$ cat src/rtl/riscv_pkg.sv
// Shared RISC-V definitions: instruction-type opcodes, funct3 access encodings,
// LSU exception codes and the LSU FSM state encoding.
package riscv_pkg;

    localparam logic [6:0] IS_LOAD  = 7'b0000011;
    localparam logic [6:0] IS_STORE = 7'b0100011;

    localparam logic [2:0] F3_LB  = 3'b000;
    localparam logic [2:0] F3_LH  = 3'b001;
    localparam logic [2:0] F3_LW  = 3'b010;
    localparam logic [2:0] F3_LBU = 3'b100;
    localparam logic [2:0] F3_LHU = 3'b101;
    localparam logic [2:0] F3_SB  = 3'b000;
    localparam logic [2:0] F3_SH  = 3'b001;
    localparam logic [2:0] F3_SW  = 3'b010;

    // Access size lives in funct3[1:0] for both loads and stores.
    localparam logic [1:0] SIZE_BYTE = 2'b00;
    localparam logic [1:0] SIZE_HALF = 2'b01;
    localparam logic [1:0] SIZE_WORD = 2'b10;

    localparam logic [1:0] EXC_NONE       = 2'b00;
    localparam logic [1:0] EXC_MISALIGNED = 2'b01;
    localparam logic [1:0] EXC_TIMEOUT    = 2'b10;
    localparam logic [1:0] EXC_ILLEGAL    = 2'b11;

    typedef enum logic {
        IDLE = 1'b0,
        WAIT = 1'b1
    } lsu_state_e;

    function automatic logic load_f3_legal(input logic [2:0] f3);
        return f3 inside {F3_LB, F3_LH, F3_LW, F3_LBU, F3_LHU};
    endfunction

    function automatic logic store_f3_legal(input logic [2:0] f3);
        return f3 inside {F3_SB, F3_SH, F3_SW};
    endfunction

endpackage

$ cat src/rtl/riscv_lsu_align.sv
// Load-data lane selection and sign/zero extension for the LSU writeback path.
module riscv_lsu_align
    import riscv_pkg::*;
(
    input  logic [31:0] rdata,
    input  logic [1:0]  offset,
    input  logic [2:0]  funct3,
    output logic [31:0] data
);

    logic [7:0]  byte_sel;
    logic [15:0] half_sel;

    always_comb begin
        byte_sel = rdata[{offset, 3'b000} +: 8];
        half_sel = offset[1] ? rdata[31:16] : rdata[15:0];
        case (funct3)
            F3_LB:   data = {{24{byte_sel[7]}}, byte_sel};
            F3_LH:   data = {{16{half_sel[15]}}, half_sel};
            F3_LBU:  data = {24'd0, byte_sel};
            F3_LHU:  data = {16'd0, half_sel};
            default: data = rdata;
        endcase
    end

endmodule

$ cat src/rtl/riscv_lsu.sv
// Load/store unit: single outstanding memory request with legality and alignment
// checks, ack timeout, and a registered writeback/exception port.
module riscv_lsu
    import riscv_pkg::*;
#(
    parameter int unsigned BUS_WIDTH = 32,
    parameter int unsigned TIMEOUT   = 255
) (
    input  logic                 clk,
    input  logic                 reset,
    input  logic                 in_valid,
    input  logic                 in_load,
    input  logic                 in_store,
    input  logic [2:0]           in_funct3,
    input  logic [BUS_WIDTH-1:0] in_addr,
    input  logic [BUS_WIDTH-1:0] in_wdata,
    input  logic [4:0]           in_rd,
    input  logic                 in_rde,
    output logic                 stall,
    output logic                 mem_req,
    output logic                 mem_we,
    output logic [BUS_WIDTH-1:0] mem_addr,
    output logic [3:0]           mem_be,
    output logic [BUS_WIDTH-1:0] mem_wdata,
    input  logic                 mem_ack,
    input  logic [BUS_WIDTH-1:0] mem_rdata,
    output logic                 wb_valid,
    output logic [4:0]           wb_rd,
    output logic [BUS_WIDTH-1:0] wb_data,
    output logic                 exc_valid,
    output logic [1:0]           exc_code,
    output logic [BUS_WIDTH-1:0] exc_addr
);

    localparam logic [7:0] TIMEOUT_CNT = 8'(TIMEOUT);

    lsu_state_e           state_q, state_d;
    logic [7:0]           cnt_q, cnt_d;
    logic                 mem_req_q, mem_req_d;
    logic                 mem_we_q, mem_we_d;
    logic [BUS_WIDTH-1:0] mem_addr_q, mem_addr_d;
    logic [3:0]           mem_be_q, mem_be_d;
    logic [BUS_WIDTH-1:0] mem_wdata_q, mem_wdata_d;
    logic                 wb_valid_q, wb_valid_d;
    logic [4:0]           wb_rd_q, wb_rd_d;
    logic [BUS_WIDTH-1:0] wb_data_q, wb_data_d;
    logic                 exc_valid_q, exc_valid_d;
    logic [1:0]           exc_code_q, exc_code_d;
    logic [BUS_WIDTH-1:0] exc_addr_q, exc_addr_d;
    logic [2:0]           pend_funct3_q, pend_funct3_d;
    logic [1:0]           pend_off_q, pend_off_d;
    logic [4:0]           pend_rd_q, pend_rd_d;
    logic                 pend_rde_q, pend_rde_d;
    logic [BUS_WIDTH-1:0] req_addr_q, req_addr_d;

    logic                 is_mem;
    logic                 legal;
    logic                 misaligned;
    logic [3:0]           be;
    logic [BUS_WIDTH-1:0] wdata_rep;
    logic [7:0]           cnt_inc;
    logic [BUS_WIDTH-1:0] load_data;

    riscv_lsu_align u_align (
        .rdata  (mem_rdata),
        .offset (pend_off_q),
        .funct3 (pend_funct3_q),
        .data   (load_data)
    );

    // Request decode for the op currently presented by execute; loads win if both flags are set.
    always_comb begin
        is_mem     = in_load | in_store;
        legal      = in_load ? load_f3_legal(in_funct3) : store_f3_legal(in_funct3);
        misaligned = ((in_funct3[1:0] == SIZE_HALF) && in_addr[0]) ||
                     ((in_funct3[1:0] == SIZE_WORD) && (in_addr[1:0] != 2'b00));
        case (in_funct3[1:0])
            SIZE_BYTE: begin
                be        = 4'b0001 << in_addr[1:0];
                wdata_rep = {4{in_wdata[7:0]}};
            end
            SIZE_HALF: begin
                be        = in_addr[1] ? 4'b1100 : 4'b0011;
                wdata_rep = {2{in_wdata[15:0]}};
            end
            default: begin
                be        = 4'b1111;
                wdata_rep = in_wdata;
            end
        endcase
    end

    always_comb begin
        state_d       = state_q;
        cnt_d         = cnt_q;
        mem_req_d     = mem_req_q;
        mem_we_d      = mem_we_q;
        mem_addr_d    = mem_addr_q;
        mem_be_d      = mem_be_q;
        mem_wdata_d   = mem_wdata_q;
        wb_valid_d    = 1'b0;
        wb_rd_d       = wb_rd_q;
        wb_data_d     = wb_data_q;
        exc_valid_d   = 1'b0;
        exc_code_d    = exc_code_q;
        exc_addr_d    = exc_addr_q;
        pend_funct3_d = pend_funct3_q;
        pend_off_d    = pend_off_q;
        pend_rd_d     = pend_rd_q;
        pend_rde_d    = pend_rde_q;
        req_addr_d    = req_addr_q;
        cnt_inc       = cnt_q + 8'd1;

        case (state_q)
            IDLE: begin
                cnt_d = 8'd0;
                if (in_valid) begin
                    if (!is_mem) begin
                        wb_valid_d = in_rde && (in_rd != 5'd0);
                        wb_rd_d    = in_rd;
                        wb_data_d  = in_addr;
                    end else if (!legal) begin
                        exc_valid_d = 1'b1;
                        exc_code_d  = EXC_ILLEGAL;
                        exc_addr_d  = in_addr;
                    end else if (misaligned) begin
                        exc_valid_d = 1'b1;
                        exc_code_d  = EXC_MISALIGNED;
                        exc_addr_d  = in_addr;
                    end else begin
                        state_d       = WAIT;
                        mem_req_d     = 1'b1;
                        mem_we_d      = !in_load;
                        mem_addr_d    = {in_addr[BUS_WIDTH-1:2], 2'b00};
                        mem_be_d      = be;
                        mem_wdata_d   = wdata_rep;
                        pend_funct3_d = in_funct3;
                        pend_off_d    = in_addr[1:0];
                        pend_rd_d     = in_rd;
                        pend_rde_d    = in_rde;
                        req_addr_d    = in_addr;
                    end
                end
            end
            WAIT: begin
                // An ack on the final permitted cycle still completes normally.
                if (mem_ack) begin
                    state_d   = IDLE;
                    mem_req_d = 1'b0;
                    cnt_d     = 8'd0;
                    if (!mem_we_q) begin
                        wb_valid_d = pend_rde_q && (pend_rd_q != 5'd0);
                        wb_rd_d    = pend_rd_q;
                        wb_data_d  = load_data;
                    end
                end else if (cnt_inc == TIMEOUT_CNT) begin
                    state_d     = IDLE;
                    mem_req_d   = 1'b0;
                    cnt_d       = 8'd0;
                    exc_valid_d = 1'b1;
                    exc_code_d  = EXC_TIMEOUT;
                    exc_addr_d  = req_addr_q;
                end else begin
                    cnt_d = cnt_inc;
                end
            end
            default: state_d = IDLE;
        endcase
    end

    always_ff @(posedge clk) begin
        if (reset) begin
            state_q       <= IDLE;
            cnt_q         <= '0;
            mem_req_q     <= 1'b0;
            mem_we_q      <= 1'b0;
            mem_addr_q    <= '0;
            mem_be_q      <= '0;
            mem_wdata_q   <= '0;
            wb_valid_q    <= 1'b0;
            wb_rd_q       <= '0;
            wb_data_q     <= '0;
            exc_valid_q   <= 1'b0;
            exc_code_q    <= EXC_NONE;
            exc_addr_q    <= '0;
            pend_funct3_q <= '0;
            pend_off_q    <= '0;
            pend_rd_q     <= '0;
            pend_rde_q    <= 1'b0;
            req_addr_q    <= '0;
        end else begin
            state_q       <= state_d;
            cnt_q         <= cnt_d;
            mem_req_q     <= mem_req_d;
            mem_we_q      <= mem_we_d;
            mem_addr_q    <= mem_addr_d;
            mem_be_q      <= mem_be_d;
            mem_wdata_q   <= mem_wdata_d;
            wb_valid_q    <= wb_valid_d;
            wb_rd_q       <= wb_rd_d;
            wb_data_q     <= wb_data_d;
            exc_valid_q   <= exc_valid_d;
            exc_code_q    <= exc_code_d;
            exc_addr_q    <= exc_addr_d;
            pend_funct3_q <= pend_funct3_d;
            pend_off_q    <= pend_off_d;
            pend_rd_q     <= pend_rd_d;
            pend_rde_q    <= pend_rde_d;
            req_addr_q    <= req_addr_d;
        end
    end

    assign stall     = (state_q == WAIT);
    assign mem_req   = mem_req_q;
    assign mem_we    = mem_we_q;
    assign mem_addr  = mem_addr_q;
    assign mem_be    = mem_be_q;
    assign mem_wdata = mem_wdata_q;
    assign wb_valid  = wb_valid_q;
    assign wb_rd     = wb_rd_q;
    assign wb_data   = wb_data_q;
    assign exc_valid = exc_valid_q;
    assign exc_code  = exc_code_q;
    assign exc_addr  = exc_addr_q;

endmodule

$ cat config.mk
export PLATFORM = sky130hd
export DESIGN_NAME = riscv_lsu
export DESIGN_NICKNAME = d
export VERILOG_FILES = /design/src/rtl/riscv_pkg.sv /design/src/rtl/riscv_lsu_align.sv /design/src/rtl/riscv_lsu.sv
export SDC_FILE = /design/constraint.sdc
export NUM_CORES = 1
export LEC_CHECK = 0
export BUFFER_PORTS_ARGS = -buffer_cell sky130_fd_sc_hd__buf_2
export CAP_MARGIN = 30
export CORE_ASPECT_RATIO = 1.4
export CORE_MARGIN = 5
export CORE_UTILIZATION = 50
export DETAILED_ROUTE_END_ITERATION = 6
export GPL_ROUTABILITY_DRIVEN = 0
export PLACE_DENSITY = 0.87
export SETUP_SLACK_MARGIN = 0.2
export SYNTH_ARGS = -nofsm -noshare
export SYNTH_HDL_FRONTEND = slang
export SYNTH_SLANG_ARGS = --single-unit
$ cat constraint.sdc
create_clock -name clk -period 5.7 [get_ports clk]
set_input_delay 0 -clock clk [delete_from_list [all_inputs] [get_ports clk]]
set_output_delay 0 -clock clk [all_outputs]
set_load 0.01 [all_outputs]
# Word-level counts from Yosys, hierarchy flattened
# Index checks and enable logic that the tools add are counted.
[totals] out_inout_bits=144 in_bits=111 regBits=193
[op_classes] shifts=2 bitwise=3 reduce_logical=18 n_eq_ne=21 add_sub_neg=1 muxes=59
[op_table] operator="two-way mux 32 bit" count=10
[op_table] operator="case mux 32 bit (2 select lines)" count=3
[op_table] operator="case mux 32 bit (4 select lines)" count=1
[op_table] operator="variable part select 32 x 6 -> 8 bit" count=1
[op_table] operator="two-way mux 1 bit" count=23
[op_table] operator="two-way mux 5 bit" count=4
[op_table] operator="two-way mux 16 bit" count=1
[op_table] operator="two-way mux 8 bit" count=2
[op_table] operator="inequality test 2 bit (second input constant)" count=8
[op_table] operator="case mux 8 bit (2 select lines)" count=1
[op_table] operator="AND reduction 5 bit" count=3
[op_table] operator="nonzero test 5 bit" count=3
[op_table] operator="equality test 3 bit (second input constant)" count=4
[op_table] operator="two-way mux 2 bit" count=6
[op_table] operator="case mux 5 bit (2 select lines)" count=1
[op_table] operator="adder 8 x 1 -> 8 bit (second input constant)" count=1
[op_table] operator="equality test 8 bit (second input constant)" count=1
[op_table] operator="case mux 1 bit (2 select lines)" count=4
[op_table] operator="case mux 4 bit (2 select lines)" count=1
[op_table] operator="equality test 3 x 1 -> 1 bit (second input constant)" count=2
[op_table] operator="logical NOT 3 bit" count=2
[op_table] operator="logical AND 1 bit" count=4
[op_table] operator="two-way mux 4 bit" count=1
[op_table] operator="case mux 2 bit (2 select lines)" count=1
[op_table] operator="15 further kinds" count=16

# Logic depth before layout (Yosys ltp)
[logic_depth] word_depth=8 mapped_depth=9

# Hierarchy
# A second synthesis with hierarchy kept.
[unflattened] cells_unflattened=952 hier_area_um2=7970.1
[modules_own_cells] module="riscv_lsu" area_each_um2=7071.8 instances=1 seq_area_each_um2=3223.1 cells_each=831
[modules_own_cells] module="riscv_lsu_align" area_each_um2=898.4 instances=1 seq_area_each_um2=0.0 cells_each=121

# Worst setup path after synthesis
# No wires, ideal clock.
[synth_timing] kind="flip-flop to flip-flop" startpoint="reg cnt_q[0]" endpoint="reg exc_addr_q[10] (netlist: exc_addr[10])" slack_ns=3.428 arrival_ns=2.200 period_less_slack_ns=2.272 n_path_buf=2 stages_incl_launch_ff=9 setup_time_ns=0.073 cell_sequence="dfxtp_1 ha_1 nand2b_1 or4_1 a32o_1 or4_1 buf_2 buf_6 o22ai_2"
[synth_via] elab_chain_len=4
[synth_lines] element="start, declared" line_no="riscv_lsu.sv:38" rtl="logic [7:0] cnt_q, cnt_d;"
[synth_lines] element="start signal, assigned" line_no="riscv_lsu.sv:193" rtl="cnt_q <= cnt_d;"
[synth_lines] element="adder 8 x 1 -> 8 bit" line_no="riscv_lsu.sv:112" rtl="cnt_inc = cnt_q + 8'd1;"
[synth_lines] element="equality test 8 bit" line_no="riscv_lsu.sv:156" rtl="end else if (cnt_inc == TIMEOUT_CNT) begin"
[synth_lines] element="inequality test 2 x 1 -> 1 bit (no line)"
[synth_lines] element="AND reduction 5 bit (no line)"
[synth_lines] element="end signal, assigned" line_no="riscv_lsu.sv:204" rtl="exc_addr_q <= exc_addr_d;"
[synth_lines] element="end, declared" line_no="riscv_lsu.sv:49" rtl="logic [BUS_WIDTH-1:0] exc_addr_q, exc_addr_d;"
# No other way between the ends.
# A chain may end at the register's enable or synchronous reset.

# Final worst setup path
[layout_timing] startpoint="in in_addr[0]" endpoint="reg mem_wdata_q[14] (netlist: mem_wdata[14])"
[layout_via] elab_chain_len=5 elab_cells_between_ends=6
[layout_lines] element="start, declared" line_no="riscv_lsu.sv:15" rtl="input logic [BUS_WIDTH-1:0] in_addr,"
[layout_lines] element="nonzero test 2 bit" line_no="riscv_lsu.sv:76" rtl="((in_funct3[1:0] == SIZE_WORD) && (in_addr[1:0] != 2'b00));"
[layout_lines] element="logical AND 1 bit" line_no="riscv_lsu.sv:76"
[layout_lines] element="logical OR 1 bit *" line_no="riscv_lsu.sv:75" rtl="misaligned = ((in_funct3[1:0] == SIZE_HALF) && in_addr[0]) ||"
[layout_lines] element="NOT 1 bit (no line) *"
[layout_lines] element="AND reduction 5 bit (no line) *"
[layout_lines] element="end signal, assigned" line_no="riscv_lsu.sv:198" rtl="mem_wdata_q <= mem_wdata_d;"
[layout_lines] element="end, declared" line_no="riscv_lsu.sv:43" rtl="logic [BUS_WIDTH-1:0] mem_wdata_q, mem_wdata_d;"
# Every way passes the cells marked *; elsewhere a longest branch is shown, timed or not.

==> metrics.md <==
| Metric | Value |
|---|---|
| Min-Delay Path Class | in2reg |
| Initial core utilization | 0.511 |
| Site Rows | 55 |
| 1st-pass router iterations | 6 |
| DP Wirelength | 20.6 mm |
| Clk Tree Root Cell | clkbuf_16 |
| Critical path required time | 6.07 ns |
| Final Hold Fails | 0 |
| CTS tree | built |
| Post-synth EDFFs | 0 |
| Max Cap Viol | 0 |
| CP Capture Type | register |
| RSZ-0062 raised after global routing | no |
| Setup TNS | 0 ns |
| Post-route ant nets | 0 |
| Core area | 16200 um^2 |
| H-tree depth | 4 |
| Leakage | 4.49 nW |
| # DRC | 0 |
| CTS Sinks | 161 |
| FF+latch count, synth | 161 |
| Placed cell count | 1379 |
| Drt total wl | 30.4 mm |
| Die height | 162 um |
| Final std cells w/o fill | 1490 |
| Ys Warns | 0 |
| Starting DRT DRC Count | 857 |
| Sequential area share after synthesis | 0.388 |
| Synth Cell Area | 8300 um^2 |
| Max Buffers Root-to-Sink | 2 |
| Worst-Skew Late Latency | 0.43 ns |
| CP startpoint kind | input port |
| Met1 WL | 10.6 mm |
| Synth unique cells | 56 |
| Worst setup margin | 1.92 ns |
| VDD IR max | 0.199 mV |
| FILL cells | 1233 |
| Overall power | 2.97 mW |
| Worst Setup Path Type | in2reg |
| IO Count | 255 |
| Final setup violation count | 0 |
| Crit path DAT | 4.15 ns |
| Rel. slew slack | 0.288 |
| DR top layer | met5 |
| Primary FF master, synth | dfxtp_1 |
| Final Skew | 0.00825 ns |
| DR vias | 9078 |
| Layout Utilization | 0.676 |
| First-pass GRT wire length | 46.5 mm |
| Area growth from synthesis to layout | 32.2% |
| Fraction of registers with async set/reset | 0 |
| Vias in the first global route | 8853 |
| Number of buffers created by CTS | 17 |
| Reg clk slew, reported paths | 0.06 ns |
| PwrDens | 271 nW/um^2 |
| Final Max Slew Viols | 0 |
| Metal3 WL | 2.97 mm |
| Mean Syn Cell Area | 8.24 um^2 |
| Status | complete, no violations |
| Pre-CTS setup slack | 2.21 ns |
| Period utilisation layout | 0.664 |
| Mapped Cells | 1007 |
| Total grt overflow | 0 |
| Crit-path max FO | 74 |
| Per-cell routed wire length | 20.4 um |
| Die area | 19300 um^2 |
| Pin count of the biggest net entering global routing | 94 |
| Die W | 119 um |
| Max Clk Rate | 264 MHz |
| Initial antenna violation count | 6 |
| Met2 WL | 14.5 mm |
| Layout net count | 1389 |
| Fraction of layout cells with a size suffix above 1 | 0.286 |
| Port bufs | 252 |
| Worst Max-Slew Pin Slew | 1.07 ns |
| Total Routing Usage GR | 0.302 |
| Vias per std cell | 6.09 |
| Fin crit period | 3.78 ns |
## cell type report
| type | count | area, um^2 | share of cell area |
|---|---|---|---|
| Sequential cell | 161 | 3230 | 0.294 |
| Timing Repair Buffer | 340 | 2170 | 0.198 |
| Antenna cell | 3 | 7.51 | 0.000684 |
| Multi-Input combinational cell | 726 | 4610 | 0.420 |
| Clock buffer | 23 | 498 | 0.0454 |
| Inverter | 30 | 113 | 0.0103 |
| Clock inverter | 8 | 101 | 0.00923 |
| Tap cell | 199 | 249 | 0.0227 |
## through the flow
| stage | area [um^2] | hold WS (ns) |
|---|---|---|
| 6_report | 11000 | 0.0380 |
| 3_3_place_gp | 9530 | 0.256 |
| 2_1_floorplan | 8310 | 0.0957 |
| 5_1_grt | 11000 | 0.0560 |
| 3_5_place_dp | 9580 | 0.258 |
| 4_1_cts | 10900 | 0.0242 |
## per-layer routing
metal | global-route usage | vias to the layer above
li1 | - | 4140
met1 | 0.320 | 4206
met2 | 0.510 | 569
met3 | 0.0896 | 153
met4 | 0.215 | 10
met5 | 0 | -
## synthesized netlist by cell type (11+ instances only)
library cell,instances,share of area
nor2b_1,14,0.011
o211ai_1,19,0.017
dfxtp_1,161,0.39
nand2b_1,11,0.0083
mux2i_1,47,0.057
nand2_1,171,0.077
and2_1,20,0.015
a211o_1,17,0.018
o22ai_2,30,0.045
clkbuf_1,66,0.030
o221ai_1,16,0.017
inv_1,29,0.013
a211oi_1,17,0.015
o21ai_0,26,0.016
a311oi_1,25,0.026
mux2_2,32,0.043
nor2_1,56,0.025
buf_2,13,0.0078
nor3_1,21,0.013
a21oi_1,123,0.074
## power by group
part	switching (mW)	leakage (nW)	internal (mW)
clock	0.471	0.288	0.701
combinational	0.316	2.88	0.247
sequential	0.0490	1.31	1.19
total	0.835	4.49	2.14
## critical path, cell delays in order
cell and delay [ns]:
dlygate4sd3_1 0.54, buf_2 0.17, or4_1 0.58, o31a_1 0.46, nor2_4 0.66, buf_4 0.71, nor2_1 0.09, a311oi_1 0.29
dlygate4sd3_1 0.60
## layout by cell type, fill, tap and decap left out, types with 8 or more instances in the layout
cell type | Yosys | final
a211o_1 | 17 | 17
a211oi_1 | 17 | 17
a21oi_1 | 123 | 123
a311oi_1 | 25 | 25
and2_1 | 20 | 20
buf_2 | 13 | 251
buf_4 | 5 | 10
clkbuf_16 | 0 | 17
dfxtp_1 | 161 | 160
dlygate4sd3_1 | 0 | 76
inv_1 | 29 | 29
mux2_2 | 32 | 32
mux2i_1 | 47 | 47
nand2_1 | 171 | 170
nand2b_1 | 11 | 11
nor2_1 | 56 | 55
nor2b_1 | 14 | 13
nor3_1 | 21 | 21
nor3b_1 | 8 | 8
o211ai_1 | 19 | 19
o21ai_0 | 26 | 26
o221ai_1 | 16 | 16
o22ai_2 | 30 | 30
or3_1 | 10 | 10
## path summary, 6_finish.rpt
kind | from | end | slack (ns) | depth (start not counted)
setup / recovery | in_addr[0] | mem_wdata[14] | 1.92 | 9
setup reg to reg | stall | mem_wdata[14] | 2.36 | 8
hold reg to reg | wb_data[21] | wb_data[21] | 0.45 | 2
hold / removal | mem_rdata[1] | wb_data[1] | 0.04 | 4
## logic make-up after synthesis
kind of cell | share of synthesized area
AND/OR/NAND/NOR | 0.180
AO/OA/AOI/OAI | 0.260
flip-flops | 0.388
buffers and inverters | 0.0616
multiplexers | 0.101
XOR/XNOR | 0.00528
adder cells (fa/ha/maj) | 0.00301
other | 0.000452
## flip-flops by register name, summed over array words and instances (netlist names), 2 cells and up
signal         count
mem_wdata         32
mem_be             4
exc_addr          32
pend_rd_q          5
exc_code           2
wb_rd              5
pend_funct3_q      3
wb_data           32
cnt_q              8
req_addr_q        31
## repair_timing
item                                    CTS  global route
gates resized for setup                   0             0
endpoints found under the hold margin   103             0
hold buffers                             76             0
setup buffers                             0             0
endpoints found under the setup margin    0             0
Note: power is estimated with default switching activity, not from simulation.
